`config.mk`:
```
export PLATFORM = sky130hd
export DESIGN_NAME = lcd_8080_byte_writer
export DESIGN_NICKNAME = d
export VERILOG_FILES = /design/src/rtl/lcd_writer_pkg.sv /design/src/rtl/lcd_strobe_timer.sv /design/src/rtl/lcd_8080_byte_writer.sv
export SDC_FILE = /design/constraint.sdc
export NUM_CORES = 1
export LEC_CHECK = 0
export CORE_MARGIN = 2
export CORE_UTILIZATION = 54
export DETAILED_ROUTE_END_ITERATION = 16
export PLACE_DENSITY = 0.83
export SYNTH_ARGS = -nofsm -noshare
export SYNTH_HDL_FRONTEND = slang
export SYNTH_SLANG_ARGS = --single-unit
```
`constraint.sdc`:
```
create_clock -name clk -period 4.27 [get_ports clk]
set_input_delay 0.854 -clock clk [delete_from_list [all_inputs] [get_ports clk]]
set_output_delay 0.854 -clock clk [all_outputs]
set_load 0.005 [all_outputs]
```
`src/rtl/lcd_writer_pkg.sv`:
```
// Shared types and constants for the 8080 LCD byte writer.
// Latency: n/a (declarations only).
// Backpressure: n/a.
// Contents: FSM state enum, default RAMWR command, timer width helper.
package lcd_writer_pkg;

   typedef enum logic [2:0] {
      ST_IDLE,
      ST_CS_SETUP,
      ST_CMD_LOW,
      ST_CMD_HIGH,
      ST_WAIT_DATA,
      ST_DATA_LOW,
      ST_DATA_HIGH,
      ST_CS_HOLD
   } wr_state_t;

   localparam logic [7:0] CMD_RAMWR_DEF    = 8'h2C;
   localparam int         WR_LOW_DEF       = 2;
   localparam int         WR_HIGH_DEF      = 2;
   localparam int         CS_SETUP_DEF     = 1;

   function automatic int max3(input int a, input int b, input int c);
      int m;
      m = (a > b) ? a : b;
      return (m > c) ? m : c;
   endfunction

   // Width that can hold the longest phase length of the strobe timer.
   function automatic int cnt_width(input int lo, input int hi, input int su);
      return $clog2(max3(lo, hi, su) + 1);
   endfunction

   localparam int CNT_W = cnt_width(WR_LOW_DEF, WR_HIGH_DEF, CS_SETUP_DEF);

endpackage

```
`src/rtl/lcd_strobe_timer.sv`:
```
// Loadable down-counter timing each phase of the 8080 write FSM.
// Latency: load takes effect next cycle; done is combinational from the count.
// Backpressure: none; counts freely until zero, then holds.
// Ports: clk, reset_n, load, load_val (phase length - 1), done (count == 0).
module lcd_strobe_timer #(
   parameter int W = 2
) (
   input  logic         clk,
   input  logic         reset_n,
   input  logic         load,
   input  logic [W-1:0] load_val,
   output logic         done
);

   logic [W-1:0] cnt;

   always_ff @(posedge clk or negedge reset_n) begin
      if (!reset_n) begin
         cnt <= '0;
      end else if (load) begin
         cnt <= load_val;
      end else if (cnt != '0) begin
         cnt <= cnt - W'(1);
      end
   end

   assign done = (cnt == '0);

endmodule

```
`src/rtl/lcd_8080_byte_writer.sv`:
```
// Avalon-ST byte sink -> 8080 parallel write burst (RAMWR command then data, one CS window).
// Latency: SOP accepted at T drives cs_n low at T+1, first wr_n low at T+1+CS_SETUP_CYCLES.
// Backpressure: in_ready only in IDLE, WAIT_DATA and the last DATA_HIGH cycle of a non-EOP byte.
// Ports: clk/reset_n; Avalon-ST sink in_*; LCD pins lcd_cs_n/dc/wr_n/rd_n/data; busy; proto_err pulse.
module lcd_8080_byte_writer
   import lcd_writer_pkg::*;
#(
   parameter int         WR_LOW_CYCLES   = WR_LOW_DEF,
   parameter int         WR_HIGH_CYCLES  = WR_HIGH_DEF,
   parameter int         CS_SETUP_CYCLES = CS_SETUP_DEF,
   parameter logic [7:0] CMD_RAMWR       = CMD_RAMWR_DEF
) (
   input  logic       clk,
   input  logic       reset_n,
   output logic       in_ready,
   input  logic       in_valid,
   input  logic [7:0] in_data,
   input  logic       in_startofpacket,
   input  logic       in_endofpacket,
   input  logic       in_empty,
   output logic       lcd_cs_n,
   output logic       lcd_dc,
   output logic       lcd_wr_n,
   output logic       lcd_rd_n,
   output logic [7:0] lcd_data,
   output logic       busy,
   output logic       proto_err
);

   localparam int          CW       = cnt_width(WR_LOW_CYCLES, WR_HIGH_CYCLES, CS_SETUP_CYCLES);
   localparam logic [CW-1:0] LD_LOW   = CW'(WR_LOW_CYCLES - 1);
   localparam logic [CW-1:0] LD_HIGH  = CW'(WR_HIGH_CYCLES - 1);
   localparam logic [CW-1:0] LD_SETUP = CW'(CS_SETUP_CYCLES - 1);

   wr_state_t     state_q, state_d;
   logic          tmr_done, tmr_load;
   logic [CW-1:0] tmr_val;
   logic          rdy, accept, err_d;
   logic [7:0]    byte_q, byte_d;
   logic          eop_q, empty_q;
   logic          cs_n_d, dc_d, wr_n_d;
   logic [7:0]    data_d;
   wr_state_t     beat_state;
   logic          beat_err;

   lcd_strobe_timer #(.W(CW)) u_timer (
      .clk      (clk),
      .reset_n  (reset_n),
      .load     (tmr_load),
      .load_val (tmr_val),
      .done     (tmr_done)
   );

   // Ready depends only on state and timer; gated so nothing is offered during reset.
   always_comb begin
      rdy = 1'b0;
      case (state_q)
         ST_IDLE, ST_WAIT_DATA: rdy = 1'b1;
         ST_DATA_HIGH:          rdy = tmr_done & ~eop_q;
         default:               rdy = 1'b0;
      endcase
   end

   assign in_ready = rdy & reset_n;
   assign accept   = in_valid & in_ready;
   assign byte_d   = accept ? in_data : byte_q;

   // Where a beat accepted inside an open burst leads: a fresh SOP restarts with a
   // new RAMWR under the same CS, an empty EOP closes without a write.
   always_comb begin
      beat_err   = 1'b0;
      beat_state = ST_DATA_LOW;
      if (in_startofpacket) begin
         beat_err   = 1'b1;
         beat_state = ST_CMD_LOW;
      end else if (in_endofpacket & in_empty) begin
         beat_state = ST_CS_HOLD;
      end
   end

   always_comb begin
      state_d = state_q;
      err_d   = 1'b0;
      case (state_q)
         ST_IDLE: begin
            if (accept) begin
               if (in_startofpacket) state_d = ST_CS_SETUP;
               else                  err_d   = 1'b1;
            end
         end
         ST_CS_SETUP:  if (tmr_done) state_d = ST_CMD_LOW;
         ST_CMD_LOW:   if (tmr_done) state_d = ST_CMD_HIGH;
         ST_CMD_HIGH:  if (tmr_done) state_d = (eop_q & empty_q) ? ST_CS_HOLD : ST_DATA_LOW;
         ST_DATA_LOW:  if (tmr_done) state_d = ST_DATA_HIGH;
         ST_DATA_HIGH: begin
            if (tmr_done) begin
               if (eop_q) begin
                  state_d = ST_CS_HOLD;
               end else if (accept) begin
                  state_d = beat_state;
                  err_d   = beat_err;
               end else begin
                  state_d = ST_WAIT_DATA;
               end
            end
         end
         ST_WAIT_DATA: begin
            if (accept) begin
               state_d = beat_state;
               err_d   = beat_err;
            end
         end
         ST_CS_HOLD:   state_d = ST_IDLE;
         default:      state_d = ST_IDLE;
      endcase
   end

   // Every transition reloads the timer with the length of the phase being entered.
   assign tmr_load = (state_d != state_q);

   always_comb begin
      tmr_val = '0;
      case (state_d)
         ST_CS_SETUP:               tmr_val = LD_SETUP;
         ST_CMD_LOW, ST_DATA_LOW:   tmr_val = LD_LOW;
         ST_CMD_HIGH, ST_DATA_HIGH: tmr_val = LD_HIGH;
         default:                   tmr_val = '0;
      endcase
   end

   // Pin values are decoded from the next state so the pins are plain registers
   // that change on the same edge as the state.
   always_comb begin
      cs_n_d = (state_d == ST_IDLE);
      wr_n_d = !((state_d == ST_CMD_LOW) || (state_d == ST_DATA_LOW));
      dc_d   = lcd_dc;
      data_d = lcd_data;
      case (state_d)
         ST_CS_SETUP, ST_CMD_LOW, ST_CMD_HIGH: begin
            dc_d   = 1'b0;
            data_d = CMD_RAMWR;
         end
         ST_DATA_LOW, ST_DATA_HIGH, ST_WAIT_DATA: begin
            dc_d   = 1'b1;
            data_d = byte_d;
         end
         ST_IDLE: begin
            dc_d   = 1'b1;
            data_d = 8'h00;
         end
         default: begin
            dc_d   = lcd_dc;
            data_d = lcd_data;
         end
      endcase
   end

   always_ff @(posedge clk or negedge reset_n) begin
      if (!reset_n) begin
         state_q   <= ST_IDLE;
         byte_q    <= 8'h00;
         eop_q     <= 1'b0;
         empty_q   <= 1'b0;
         lcd_cs_n  <= 1'b1;
         lcd_dc    <= 1'b1;
         lcd_wr_n  <= 1'b1;
         lcd_data  <= 8'h00;
         proto_err <= 1'b0;
      end else begin
         state_q   <= state_d;
         lcd_cs_n  <= cs_n_d;
         lcd_dc    <= dc_d;
         lcd_wr_n  <= wr_n_d;
         lcd_data  <= data_d;
         proto_err <= err_d;
         if (accept) begin
            byte_q  <= in_data;
            eop_q   <= in_endofpacket;
            empty_q <= in_empty;
         end
      end
   end

   assign lcd_rd_n = 1'b1;
   assign busy     = (state_q != ST_IDLE);

endmodule

```
# Yosys cells after proc, flatten, opt, wreduce, memory -nomap -nowiden
# Index checks and enable logic that the tools add are counted.
# op_classes
bitwise	6
n_eq_ne	14
reduce_logical	15
mux	28
n_addsub	1
# op_table
operator	count
3-bit 2-to-1 mux	11
3-bit one-hot mux with 8 select lines	1
8-bit one-hot mux with 3 select lines	1
3-bit == test (second input constant)	7
3-bit by 2-bit == test with 1-bit output (second input constant)	4
2-bit 2-to-1 mux	4
8-bit 2-to-1 mux	1
4-bit OR reduction	2
1-bit 2-to-1 mux	7
3-bit by 1-bit == test with 1-bit output (second input constant)	2
3-bit zero test	2
2-bit nonzero test	3
3-bit nonzero test	2
3-bit OR reduction	2
1-bit bitwise AND	5
1-bit one-hot mux with 2 select lines	2
3-bit inequality test	1
1-bit one-hot mux with 3 select lines	1
2-bit zero test	1
2-bit OR reduction	1
2-bit by 1-bit subtractor with 2-bit output (second input constant)	1
1-bit zero test	1
1-bit logical OR	1
1-bit inverter	1
# totals
word_cells	74
output_inout_bits	15
regBits	27

# Depth between registers and ports, before layout
# Gate-level depths: netlist (run 1).
# depth
depth_word	13
ltp_mapped	10
depth_no_buf	9

# Cells and area by module
# A second synthesis (run 1) with hierarchy kept.
# hier_totals
cells_unflattened	139
hier_area_um2	1498.9
# by_module_without_submodules
mod	area_per_inst_um2	instances	seq_area_each_um2	cells_per_inst
lcd_8080_byte_writer	1385.1	1	629.4	127
lcd_strobe_timer	113.9	1	50.0	12

# Least setup slack after synthesis (run 1)
# OpenSTA, ideal clock, no wires.
# synth_timing
path_type	input port to flip-flop
start	input reset_n
end	register u_timer.cnt[0]
required_time_ns	4.143
cell_stages	8
n_path_buf	1
setup_time_ns	0.127
t_arrival_ns	2.059
slack_ns	2.084
path_cell_list	nand3b_1 > o21ai_0 > a311o_1 > nand2_2 > inv_2 > buf_6 > a32oi_1 > nand3_1
# synth_via
elab_chain_len	10
word_cells_on_any_way	17
classes_between	eq/ne (5); mux (8); bitwise (2); reduce/logical (2)
# synth_rtl
item	line	text
from (decl)	lcd_8080_byte_writer.sv:14	input logic reset_n,
1-bit bitwise AND *	lcd_8080_byte_writer.sv:64	assign in_ready = rdy & reset_n;
1-bit bitwise AND *	lcd_8080_byte_writer.sv:65	assign accept = in_valid & in_ready;
3-bit 2-to-1 mux	lcd_8080_byte_writer.sv:99	end else if (accept) begin
3-bit 2-to-1 mux	lcd_8080_byte_writer.sv:97	if (eop_q) begin
3-bit 2-to-1 mux	lcd_8080_byte_writer.sv:96	if (tmr_done) begin
3-bit one-hot mux with 8 select lines *	lcd_8080_byte_writer.sv:84	case (state_q)
via state_d[1]	lcd_8080_byte_writer.sv:35	wr_state_t state_q, state_d;
3-bit by 2-bit == test with 1-bit output or 3-bit == test (tied branches)	lcd_8080_byte_writer.sv:123	case (state_d)
4-bit OR reduction (no source line)	-	
1-bit 2-to-1 mux	lcd_8080_byte_writer.sv:123	
2-bit 2-to-1 mux	lcd_strobe_timer.sv:20	end else if (load) begin
to (signal assigned)	lcd_strobe_timer.sv:21	cnt <= load_val;
to (signal assigned)	lcd_strobe_timer.sv:23	cnt <= cnt - W'(1);
to (decl)	lcd_strobe_timer.sv:15	logic [W-1:0] cnt;
# Mark *: on every way through the listed nets, which the timed path passes. The rest lies on a longest branch.
# A chain may end at the register's enable or synchronous reset.

# Final worst setup path (run 1)
# layout_timing
start	input reset_n
end	register u_timer.cnt[0]
# layout_via
elab_chain_len	10
word_cells_on_any_way	17
classes_between	eq/ne (5); mux (8); bitwise (2); reduce/logical (2)
# layout_rtl
item	line
1-bit bitwise AND *	lcd_8080_byte_writer.sv:64
1-bit bitwise AND *	lcd_8080_byte_writer.sv:65
3-bit 2-to-1 mux	lcd_8080_byte_writer.sv:99
3-bit 2-to-1 mux	lcd_8080_byte_writer.sv:97
3-bit 2-to-1 mux	lcd_8080_byte_writer.sv:96
3-bit one-hot mux with 8 select lines *	lcd_8080_byte_writer.sv:84
3-bit by 2-bit == test with 1-bit output or 3-bit == test (tied branches)	lcd_8080_byte_writer.sv:123
4-bit OR reduction (no source line)	-
1-bit 2-to-1 mux	lcd_8080_byte_writer.sv:123
2-bit 2-to-1 mux	lcd_strobe_timer.sv:20
# Mark *: on every way between the ends. The rest lies on a longest branch, timed or not.

==> run summary, run 1 <==
The flow ran to the end, and the final reports show no timing, DRC or antenna violations. The H-tree level count came out at 1. Once layout is complete, the cells apart from fillers number 202. The peak clock frequency supported by timing is 0.315 GHz. The placed wire-length estimate after detailed placement is 2.39 mm. The minimum clock period after layout is 3.18 ns. The fraction of layout instances using a drive strength above 1 is 13.4%.

The share of flip-flops with an asynchronous set or reset is 100%. The total number of vias is 1218. The internal portion of the total power is 0.781 mW.

Counting flops and latches in the post-synthesis netlist gives 27. The critical path goes through clkdlybuf4s50_1 > nand3b_1 > a21oi_2 > o2111ai_1 > a21o_1 > or3_1 > nand3_1. The register share of total power came out at 35.5%.

On the worst path, the slowest cell contributes a delay of 0.73 ns. The commonest cells after synthesis are dfrtp_1, inv_1, nand2_1. The library cell occupying the most area in the post-synthesis netlist is dfrtp_1. The min-delay analysis places its worst path in the category reg -> reg. The number of antenna repair diodes is 0. The slowest stage of the critical path belongs to the cell clkdlybuf4s50_1. The number of rows in the core area is 18.

The power density over the cells came out at 804 nW/um2. Counting flops with a built-in enable in the synthesized netlist gives 0. The routed length on met1 is 1.48 mm. Relative to the synthesized area, the layout overhead comes to 18.5%.

The first detailed-routing pass took 4 iterations. The number of instances in the synthesized netlist is 149. The setup path with the least slack is of type in -> reg. The first global-routing pass estimated 5.69 mm of wire.

The clock skew came out at 0.0118 ns. The combined area of all synthesized cells came out at 1460 um2. STA classifies the critical path startpoint as a primary input. The vertical extent of the die came out at 56.0 um.

After layout, the design draws a total of 1.39 mW. The area fraction of the dominant cell type after synthesis is 41.1%. The buffer depth of the longest clock path came out at 2.

The remaining number of nets flagged by the antenna check after routing is 0. The worst-margin pin slew came out at 0.695 ns. The number of port buffers came out at 27.

Yosys mapped the design onto 43 distinct sky130hd cell types. After detailed routing, the total wire length is 3.29 mm. The starting utilization of the core area came out at 57.9%. Including well taps, the total number of placed cells is 198. Post-CTS timing repair inserted 0 buffers for setup. The number of clock buffers inserted by TritonCTS came out at 3. The highest layer touched by signal routing is met4. Counting every net in the synthesized netlist gives 164. The initial antenna violation count is 0. The post-synthesis sequential area ratio is 46.5%.

The number of global-route vias before repair came out at 1188. The net count of the finished layout is 188. Clock latency on the worst-skew pair, taken at its later pin, is 0.32 ns. The total negative slack came out at 0 ns. In this run the register-to-register setup slack is 1.50 ns. In this run, post-CTS repair resized a total of 0 instances.

Max-cap violations in this run came to 0. Detailed routing placed a total of 165 um of wire on met3. Of all nets on the critical path, the largest fanout is 12. For this design the top-level I/O count stands at 29. The starting DRC count in detailed routing is 52. The final global-route overflow total came out at 0.

The post-detailed-route DRC marker count came out at 0. TritonCTS built the clock tree. The average routed wire per standard cell came out at 16.3 um. The total clock sinks came out at 27.

The switching power summed over all nets came out at 0.611 mW. The clock-pin slew on the worst setup and hold paths came out at 0.15 ns. The post-cts hold buffer count is 0. The number of setup violations in the final report came out at 0. The required arrival time at the worst endpoint is 4.53 ns. The average vias per placed instance came out at 6.03. The final weighted congestion in routability-driven placement came out at 0.860. Yosys attributes the largest share of cell area to dfrtp_1, mux2_2, dfstp_2.

The floorplan core area is 2520 um2. In the synthesized netlist the dominant register cell turns out to be dfrtp_1. The most used standard cell by instance count after synthesis is dfrtp_1. The die outline area is 3140 um2. The overall routing resource usage is 22.4%. In the finished design, the share of the clock period the worst path needs comes to 74.4%.

The floorplan step set the die width to 56.0 um. Setup repair after global routing left no endpoint under its margin. The Yosys step of the flow raised 0 warnings.

The maximum number of pins on one net before global-route repair is 21. In this run the clock root is driven by a clkbuf_4. The number of max-slew violations in the final report came out at 0. The static leakage power is 0.719 nW.

The data arrival time of the worst path came out at 3.43 ns. The clock network accounts for 7.8% of the total power. Summed over all nets, wire length on met2 after detailed routing comes to 1.61 mm.

The portion of total power attributed to combinational logic came out at 56.7%. The peak supply drop is 0.647 mV. The switching share of power came out at 43.9%. The post-synthesis area per instance is 9.81 um2. The hold violation count in the final report came out at 0. The worst setup path is captured at a flop. The max-slew headroom at the worst pin is 53.7%.
[sequential cells by signal, summed over array words and instances, names as in the netlist]
register	count
lcd_dc	1
u_timer.cnt	2
eop_q	1
proto_err	1
lcd_wr_n	1
empty_q	1
state_q	3
lcd_cs_n	1
lcd_data	8
byte_q	8
[cells by family (layout without fill, tap and decap cells)]
group                      after synthesis  after routing  synth area share, %
other                                    1              1                0.257
and+or+nand+nor                         45             45                 15.4
buffers and inverters                   22             45                 8.30
DFF                                     27             27                 46.5
xor gates and xnor gates                 2              2                 1.20
AOI/OAI and AO/OA                       40             40                 19.1
muxes                                   11             11                 8.39
adders and majority gates                1              1                0.856
[path summary, 6_finish.rpt]
path                                       startpoint                          to  cells after the start
setup / recovery                              reset_n  u_timer.cnt[0]$_DFFE_PN0P_                      7
hold / removal                    byte_q[5]$_DFF_PN0_         byte_q[5]$_DFF_PN0_                      1
setup reg to reg           u_timer.cnt[0]$_DFFE_PN0P_  u_timer.cnt[0]$_DFFE_PN0P_                      8
hold reg to reg                   byte_q[5]$_DFF_PN0_         byte_q[5]$_DFF_PN0_                      1
max in group asynchronous                     reset_n          lcd_wr_n$_DFF_PN1_                      2
min in group asynchronous                     reset_n     lcd_data[7]$_DFFE_PN0P_                      1
[power by group through the flow]
stage	registers [mW]	logic (mW)	clock network [mW]
after CTS	0.490	0.789	0.109
after global routing	0.511	0.882	0.120
after floorplan	0.454	0.611	0
after global placement	0.489	0.753	0
after detailed placement	0.495	0.781	0
final	0.495	0.789	0.109
[area by class of cell]
class	instances	area (um2)
Multi-Input combinational cell	100	661
Fill cell	208	791
Clock buffer	3	22.5
Sequential cell	27	679
Inverter	13	48.8
Clock inverter	1	5.00
Tap cell	30	37.5
Timing Repair Buffer	28	278
[critical path: cells and delay by family]
kind / cells / cell delay, ns
and+or+nand+nor: 3 / 0.71
buffers and inverters: 1 / 0.73
AOI/OAI and AO/OA: 3 / 1.13
[layer usage]
metal | GRT usage, % | up-vias
li1 | - | 572
met1 | 30.7 | 597
met2 | 36.3 | 45
met3 | 4.42 | 4
met4 | 5.78 | 0
met5 | 0 | -
[cells in the final DEF (no fill, tap or decap), types with 2 or more instances in the layout]
master | netlist | layout
clkbuf_4 | 0 | 3
inv_1 | 12 | 12
a211oi_1 | 6 | 6
nand3b_1 | 3 | 3
nand2b_1 | 4 | 4
a311oi_1 | 5 | 5
a21oi_1 | 9 | 9
and3_1 | 2 | 2
nor2b_1 | 3 | 3
a31oi_1 | 2 | 2
nand2_1 | 12 | 12
nor3_1 | 6 | 6
dfrtp_1 | 24 | 24
mux2_2 | 10 | 10
nor2_1 | 9 | 9
o21ai_0 | 4 | 4
nand3_1 | 3 | 3
dfstp_2 | 3 | 3
clkdlybuf4s50_1 | 0 | 27
[metrics by stage]
step	area (um2)	worst slack (ns)	hold slack [ns]	utilization, %
6_report	1730	1.09	0.520	68.7
5_1_grt	1730	0.900	0.545	68.7
4_1_cts	1730	1.09	0.524	68.7
3_5_place_dp	1700	0.821	0.490	67.6
3_3_place_gp	1700	0.986	0.478	67.6
2_1_floorplan	1460	2.08	0.472	-
(Power assumes the default switching activity.)
==> run 2: changes to the inputs <==
- CORE_UTILIZATION: 54 -> 46
- PLACE_DENSITY: 0.83 -> 0.75
- clock period: 4.27 -> 2.8 ns (I/O delays scaled with it)
==> run 2 against run 1 <==
Compared with the run above: critical path depth decreased by 1; critical endpoint is now in_ready; critical path type is now reg -> out; non-clock buffer count increased by 5; largest power group unchanged; via count shrank 0.90%; core utilization down 9.6 points; total power increased by 55%; register-to-register slack worse by 1.0 ns; first-iteration DRC count grew 21%.
==> run summary, run 2 (synthesis results as in run 1) <==
The H-tree level count was 1 (unchanged). The total number of vias came out at 1207 (was 1218). The max-capacitance violation count is 0 (unchanged).

The data arrival time of the worst path came out at 2.00 ns (was 3.43 ns). The horizontal extent of the die came out at 60.4 um (was 56.0 um). The number of setup violations in the final report came out at 0 (unchanged).

Run status: finished, final reports clean (unchanged). The reg-to-reg critical path startpoint is u_timer.cnt[0]$_DFFE_PN0P_ (unchanged). Registers with the highest flip-flop counts: byte_q: 8 flops, lcd_data: 8 flops, state_q: 3 flops (unchanged). The remaining number of nets flagged by the antenna check after routing was 0 (unchanged).

The average vias per placed instance is 5.46 (was 6.03). The peak supply drop is 0.747 mV (was 0.647 mV). The die outline area was 3640 um2 (was 3140 um2). The total negative slack is 0 ns (unchanged). The start point of the critical path is u_timer.cnt[0]$_DFFE_PN0P_ (was reset_n). Most frequent cells in the layout: clkdlybuf4s50_1, dfrtp_1, inv_1, nand2_1, mux2_2 (unchanged). The clock skew was 0.0105 ns (was 0.0118 ns). The class of the most critical setup path is reg -> out (was in -> reg). The clock latency reported for the late side of the worst-skew pair is 0.32 ns (about the same). The average routed wire per standard cell came out at 14.6 um (was 16.3 um). The post-cts hold buffer count came to 0 (unchanged). The type of origin of the critical path is a flop (was primary input). The minimum setup slack among reg-to-reg paths came to 0.48 ns (was 1.50 ns). The met2 global-route usage came out at 32.8% (was 36.3%). In the finished design, the share of the clock period the worst path needs comes to 91.4%. The routing usage on met3 came out at 2.99% (was 4.42%).

The wire length of the first global-routing pass came to 5.27 mm (was 5.69 mm). RSZ-0062 raised after global routing: no (unchanged). The relative area change from synthesis to final layout is 22.3% (was 18.5%).

The number of rows in the core area came to 20 (was 18). The met1 layer usage reported by global route came out at 26.0% (was 30.7%). The final hold slack is 0.518 ns (was 0.520 ns). The number of global-route vias before repair came out at 1176 (was 1188). The count of buffers added by post-CTS timing repair for setup came out at 0 (unchanged). The number of port buffers is 27 (unchanged).

The detailed-router iteration count before antenna repair came out at 5 (was 4). The peak clock frequency supported by timing came out at 0.391 GHz. The vertical extent of the die is 60.4 um (was 56.0 um). The floorplan core area is 3030 um2 (was 2520 um2).

The fraction of layout instances using a drive strength above 1 is 15.8% (was 13.4%). The post-detailed-route DRC marker count is 0 (unchanged). The starting utilization of the core area is 48.3% (was 57.9%). The initial antenna violation count is 0 (unchanged). The depth of the most critical reg-to-reg path came out at 9 (was 8). The TritonCTS clock tree was built (unchanged). The total clock sinks came to 27 (unchanged). The overall routing resource usage came out at 19.5% (was 22.4%). The maximum fanout encountered on the critical timing path is 6 (was 12).

The final weighted congestion in routability-driven placement is 0.862 (was 0.860). The cell chosen for the clock root is clkbuf_4 (unchanged). The leading cell type in the layout, fill and taps excluded is clkdlybuf4s50_1 (unchanged).

The reg-to-reg endpoint is lcd_data[5]$_DFFE_PN0P_ (was u_timer.cnt[0]$_DFFE_PN0P_). The buffer depth of the longest clock path came out at 2 (unchanged). The clock-pin slew on the worst setup and hold paths is 0.13 ns (was 0.15 ns). The number of clock buffers inserted by TritonCTS is 3 (unchanged).

The static leakage power came out at 0.744 nW (was 0.719 nW). The required arrival time at the worst endpoint came out at 2.24 ns (was 4.53 ns). The net count of the finished layout came out at 193 (was 188).

The power density over the cells is 1210 nW/um2 (was 804 nW/um2). The timing endpoint of the critical path was in_ready (was u_timer.cnt[0]$_DFFE_PN0P_). The placed wire-length estimate after detailed placement came out at 2.41 mm (was 2.39 mm). The number of max-slew violations in the final report was 0 (unchanged).

The maximum number of pins on one net before global-route repair is 20 (was 21). The post-detailed-routing wire length is 3.22 mm (was 3.29 mm). The final global-route overflow total was 0 (unchanged). The path class of the lowest-slack min-delay path is reg -> reg (unchanged). The top-level I/O count is 29 (unchanged).

The busiest layer in global routing was met2 (unchanged). The number of antenna repair diodes was 0 (unchanged). The starting DRC count in detailed routing is 63 (was 52). The kind of capture point of the worst setup path is a primary output (was flop). The hold violation count in the final report came out at 0 (unchanged). The minimum clock period after layout is 2.56 ns. The number of gates given a new drive strength after cts is 0 (unchanged).
[run 2: changes by cell type in the layout (fill, tap and decap cells not counted)]
cell / delta
buf_4: +5
[run 2: worst max-delay path, cell delays in order, from the launching register on]
cell             delay (ns)
dfrtp_1                0.41
inv_1                  0.06
ha_1                   0.27
nand3b_1               0.19
nand2_1                0.11
and3_1                 0.16
clkdlybuf4s50_1        0.49
[run 2: cell type report]
type | instances | area [um2]
clock inverters | 1 | 5.00
flip-flops and latches | 27 | 679
repair buffers | 33 | 315
fillers | 281 | 1240
well taps | 44 | 55.1
inverters | 13 | 48.8
multi-input cells | 100 | 661
clock buffers | 3 | 22.5
[run 2: worst min-delay path by stage]
| stage | from | end | slack (ns) | depth (start not counted) |
|---|---|---|---|---|
| 3_5_place_dp | byte_q[2]$_DFF_PN0_ | byte_q[2]$_DFF_PN0_ | 0.49 | 1 |
| 5_1_grt | byte_q[6]$_DFF_PN0_ | byte_q[6]$_DFF_PN0_ | 0.53 | 1 |
| 2_1_floorplan | reset_n | byte_q[0]$_DFF_PN0_ | 0.26 | 0 |
| 6_report | byte_q[2]$_DFF_PN0_ | byte_q[2]$_DFF_PN0_ | 0.52 | 1 |
| 3_3_place_gp | byte_q[6]$_DFF_PN0_ | byte_q[6]$_DFF_PN0_ | 0.49 | 1 |
| 4_1_cts | byte_q[5]$_DFF_PN0_ | byte_q[5]$_DFF_PN0_ | 0.52 | 1 |
[run 2: through the flow]
step                worst slack (ns)  cells  power, mW  util, %  area (um2)
floorplan                      0.865    149       1.62        -        1460
global placement               0.244    217       1.94     58.1        1760
detailed placement             0.153    217       1.99     58.1        1760
CTS                            0.247    221       2.17     59.0        1790
global route                   0.168    221       2.32     59.0        1790
finish                         0.240    221       2.15     59.0        1790
[run 2: metal layers]
| metal | up-vias | wire length (um) |
|---|---|---|
| met2 | 29 | 1570 |
| met5 | - | 0 |
| li1 | 585 | - |
| met1 | 589 | 1480 |
| met3 | 4 | 137 |
| met4 | 0 | 31 |
[run 2: power by group]
part | switching [mW] | internal, mW
logic | 0.688 | 0.576
clock network | 0.108 | 0.0535
registers | 0.132 | 0.596
total | 0.928 | 1.23
==> run 3: changes to the inputs <==
- CORE_UTILIZATION: 46 -> 55
- DONT_BUFFER_PORTS: unset -> 1
- PLACE_DENSITY: 0.75 -> 0.73
==> run 3 against run 2 <==
Compared with the run above: highest routed layer unchanged; fmax up 12%; clock skew rose by 0.00058 ns; clock-buffer cell count stayed put; clock power rose by 4%; critical path type is now reg -> reg; register-to-register slack gained 0.02 ns; design area decreased by 17%; core utilization rose by 0.55 points; first-iteration DRC count shrank 79%.
==> run summary, run 3 (synthesis results as in run 1) <==
Run status: finished, final reports clean (unchanged). The depth of the most critical reg-to-reg path came out at 9 (unchanged). The reg-to-reg critical path startpoint is u_timer.cnt[0]$_DFFE_PN0P_ (unchanged). The overall routing resource usage was 21.0% (was 19.5%). The switching power summed over all nets is 0.892 mW (was 0.928 mW).

The vertical extent of the die came out at 55.5 um (was 60.4 um). The register share of total power is 39.7% (was 33.8%). Most frequent cells in the layout: dfrtp_1, inv_1, nand2_1, mux2_2 (was clkdlybuf4s50_1, dfrtp_1, inv_1, nand2_1, mux2_2). The number of setup violations in the final report came to 0 (unchanged). The horizontal extent of the die came out at 55.5 um (was 60.4 um). The portion of total power attributed to combinational logic came out at 51.6% (was 58.7%). The relative area change from synthesis to final layout is 1.88% (was 22.3%). The total clock sinks is 27 (unchanged).

The cell chosen for the clock root is clkbuf_4 (unchanged). The total negative slack came out at 0 ns (unchanged). Registers with the highest flip-flop counts: byte_q: 8 flops, lcd_data: 8 flops, state_q: 3 flops (unchanged). The maximum number of pins on one net before global-route repair came out at 25 (was 20).

The peak supply drop was 0.868 mV (was 0.747 mV). The max-capacitance violation count is 0 (unchanged). The wire length of the first global-routing pass is 5.11 mm (was 5.27 mm). The worst-margin pin slew came out at 1.02 ns. The number of buffer and inverter stages on the critical path is 2 (unchanged).

The number of placed instances, taps included is 173 (was 217). The starting DRC count in detailed routing came out at 13 (was 63). The minimum setup slack among reg-to-reg paths is 0.50 ns (was 0.48 ns). The floorplan core area was 2500 um2 (was 3030 um2). The number of rows in the core area is 18 (was 20). Critical path cell sequence: inv_1 > ha_1 > nor2b_1 > o21ai_0 > a311o_1 > nand2_2 > inv_2 > or3_1 > nand3_1 (was inv_1 > ha_1 > nand3b_1 > nand2_1 > and3_1 > clkdlybuf4s50_1).

The buffer depth of the longest clock path came out at 2 (unchanged). The minimum clock period after layout is 2.30 ns (was 2.56 ns). The number of antenna repair diodes is 0 (unchanged). The family with the most delay on the worst path was simple AND/OR/NAND/NOR gates (was buffers and inverters).

The final hold slack came to 0.0609 ns (was 0.518 ns). The total power came to 1.95 mW (was 2.15 mW). The number of max-slew violations in the final report is 0 (unchanged). The number of gates given a new drive strength after cts came out at 0 (unchanged).

The starting utilization of the core area came out at 58.5% (was 48.3%). The initial antenna violation count is 0 (unchanged). The internal power contribution was 1.05 mW (was 1.23 mW). The clock skew came to 0.0111 ns (was 0.0105 ns). The maximum fanout encountered on the critical timing path came out at 18 (was 6). The number of global-route vias before repair came out at 1082 (was 1176). The number of clock buffers inserted by TritonCTS was 3 (unchanged). The portion of the clock cycle consumed by the worst path in the final layout is 82.0% (was 91.4%).

The total number of vias is 1094 (was 1207). The required arrival time at the worst endpoint is 3.06 ns (was 2.24 ns). The biggest cell delay along the critical path came to 0.41 ns (was 0.49 ns). The reg-to-reg endpoint is u_timer.cnt[0]$_DFFE_PN0P_ (was lcd_data[5]$_DFFE_PN0P_). The final global-route overflow total is 0 (unchanged). The average vias per placed instance is 6.15 (was 5.46). The H-tree level count was 1 (unchanged). The max-slew headroom at the worst pin is 31.6%. The power density over the cells is 1310 nW/um2 (was 1210 nW/um2). The switching share of power was 45.9% (was 43.1%). The final weighted congestion in routability-driven placement came to 0.822 (was 0.862).

The leading cell type in the layout, fill and taps excluded is dfrtp_1 (was clkdlybuf4s50_1). The number of standard cells in the final layout excluding fillers came out at 178 (was 221). The number of port buffers was 0 (was 27).

The placed wire-length estimate after detailed placement is 2.12 mm (was 2.41 mm). The detailed-router iteration count before antenna repair came to 4 (was 5). The net count of the finished layout came out at 164 (was 193).

The path class of the lowest-slack min-delay path is in -> async (was reg -> reg). The post-detailed-route DRC marker count came to 0 (unchanged). The type of origin of the critical path is a flop (unchanged). The peak clock frequency supported by timing came out at 0.436 GHz (was 0.391 GHz).

The average routed wire per standard cell is 16.8 um (was 14.6 um). The remaining number of nets flagged by the antenna check after routing came out at 0 (unchanged). The kind of capture point of the worst setup path is a flop (was primary output). The hold violation count in the final report is 0 (unchanged). The top-level I/O count came out at 29 (unchanged). The critical-path cell with the highest stage delay is dfrtp_1 (was clkdlybuf4s50_1).

The fraction of layout instances using a drive strength above 1 is 16.9% (was 15.8%). The share of power burned in the clock network is 8.7% (was 7.5%). The number of fill cells came out at 218 (was 281). The static leakage power is 0.626 nW (was 0.744 nW). The clock-pin slew on the worst setup and hold paths is 0.14 ns (was 0.13 ns). The data arrival time of the worst path came to 2.56 ns (was 2.00 ns). The TritonCTS clock tree was built (unchanged).

The die outline area is 3090 um2 (was 3640 um2). The post-detailed-routing wire length came out at 2.99 mm (was 3.22 mm). RSZ-0062 raised after global routing: no (unchanged). The class of the most critical setup path is reg -> reg (was reg -> out).

The clock latency reported for the late side of the worst-skew pair is 0.32 ns (about the same).
[run 3: worst reg2reg max path: cells and delay by family, from the launching register on]
kind	cells	cell delay, ns
DFF	1	0.41
buffers and inverters	2	0.20
and+or+nand+nor	4	0.82
adders and majority gates	1	0.28
AOI/OAI and AO/OA	2	0.53
[run 3: repair_timing]
item,4_1_cts,5_1_grt
hold endpoints to repair,24,0
hold buffers,1,0
setup buffers,0,0
[run 3: layout make-up]
cell class	instances	area (um2)	share of cell area [%]
flip-flops and latches	27	679	45.6
multi-input cells	100	661	44.4
inverters	13	48.8	3.28
well taps	30	37.5	2.52
repair buffers	4	32.5	2.18
clock buffers	3	22.5	1.51
clock inverters	1	7.51	0.504
[run 3: power groups by stage]
stage	logic, mW	registers [mW]	clock network (mW)
6_report	1.01	0.772	0.169
5_1_grt	1.15	0.798	0.190
4_1_cts	1.00	0.770	0.171
3_5_place_dp	0.988	0.778	0
3_3_place_gp	0.963	0.773	0
2_1_floorplan	0.931	0.692	0
[run 3: routing by layer]
layer	vias to the layer above	GRT usage, %	wire [um]
met1	537	28.4	1310
met3	4	4.68	166
met2	32	33.0	1460
met5	-	0	0
li1	521	-	-
met4	0	8.01	52
[run 3: worst max path at each step]
| stage | start | end | slack, ns | depth (start not counted) |
|---|---|---|---|---|
| 2_1_floorplan | u_timer.cnt[0]$_DFFE_PN0P_ | u_timer.cnt[0]$_DFFE_PN0P_ | 0.87 | 10 |
| 3_3_place_gp | u_timer.cnt[0]$_DFFE_PN0P_ | u_timer.cnt[0]$_DFFE_PN0P_ | 0.59 | 9 |
| 3_5_place_dp | u_timer.cnt[0]$_DFFE_PN0P_ | lcd_data[2]$_DFFE_PN0P_ | 0.54 | 9 |
| 4_1_cts | u_timer.cnt[0]$_DFFE_PN0P_ | lcd_data[2]$_DFFE_PN0P_ | 0.52 | 9 |
| 5_1_grt | u_timer.cnt[1]$_DFFE_PN0P_ | lcd_data[2]$_DFFE_PN0P_ | 0.27 | 9 |
| 6_report | u_timer.cnt[0]$_DFFE_PN0P_ | u_timer.cnt[0]$_DFFE_PN0P_ | 0.50 | 9 |
[run 3: through the flow]
stage                     setup WS [ns]  utilization, %  area [um2]
after floorplan                   0.865               -        1460
after global placement            0.591            58.0        1450
after detailed placement          0.543            58.0        1450
after CTS                         0.521            59.6        1490
after global routing              0.273            59.6        1490
final                             0.505            59.6        1490
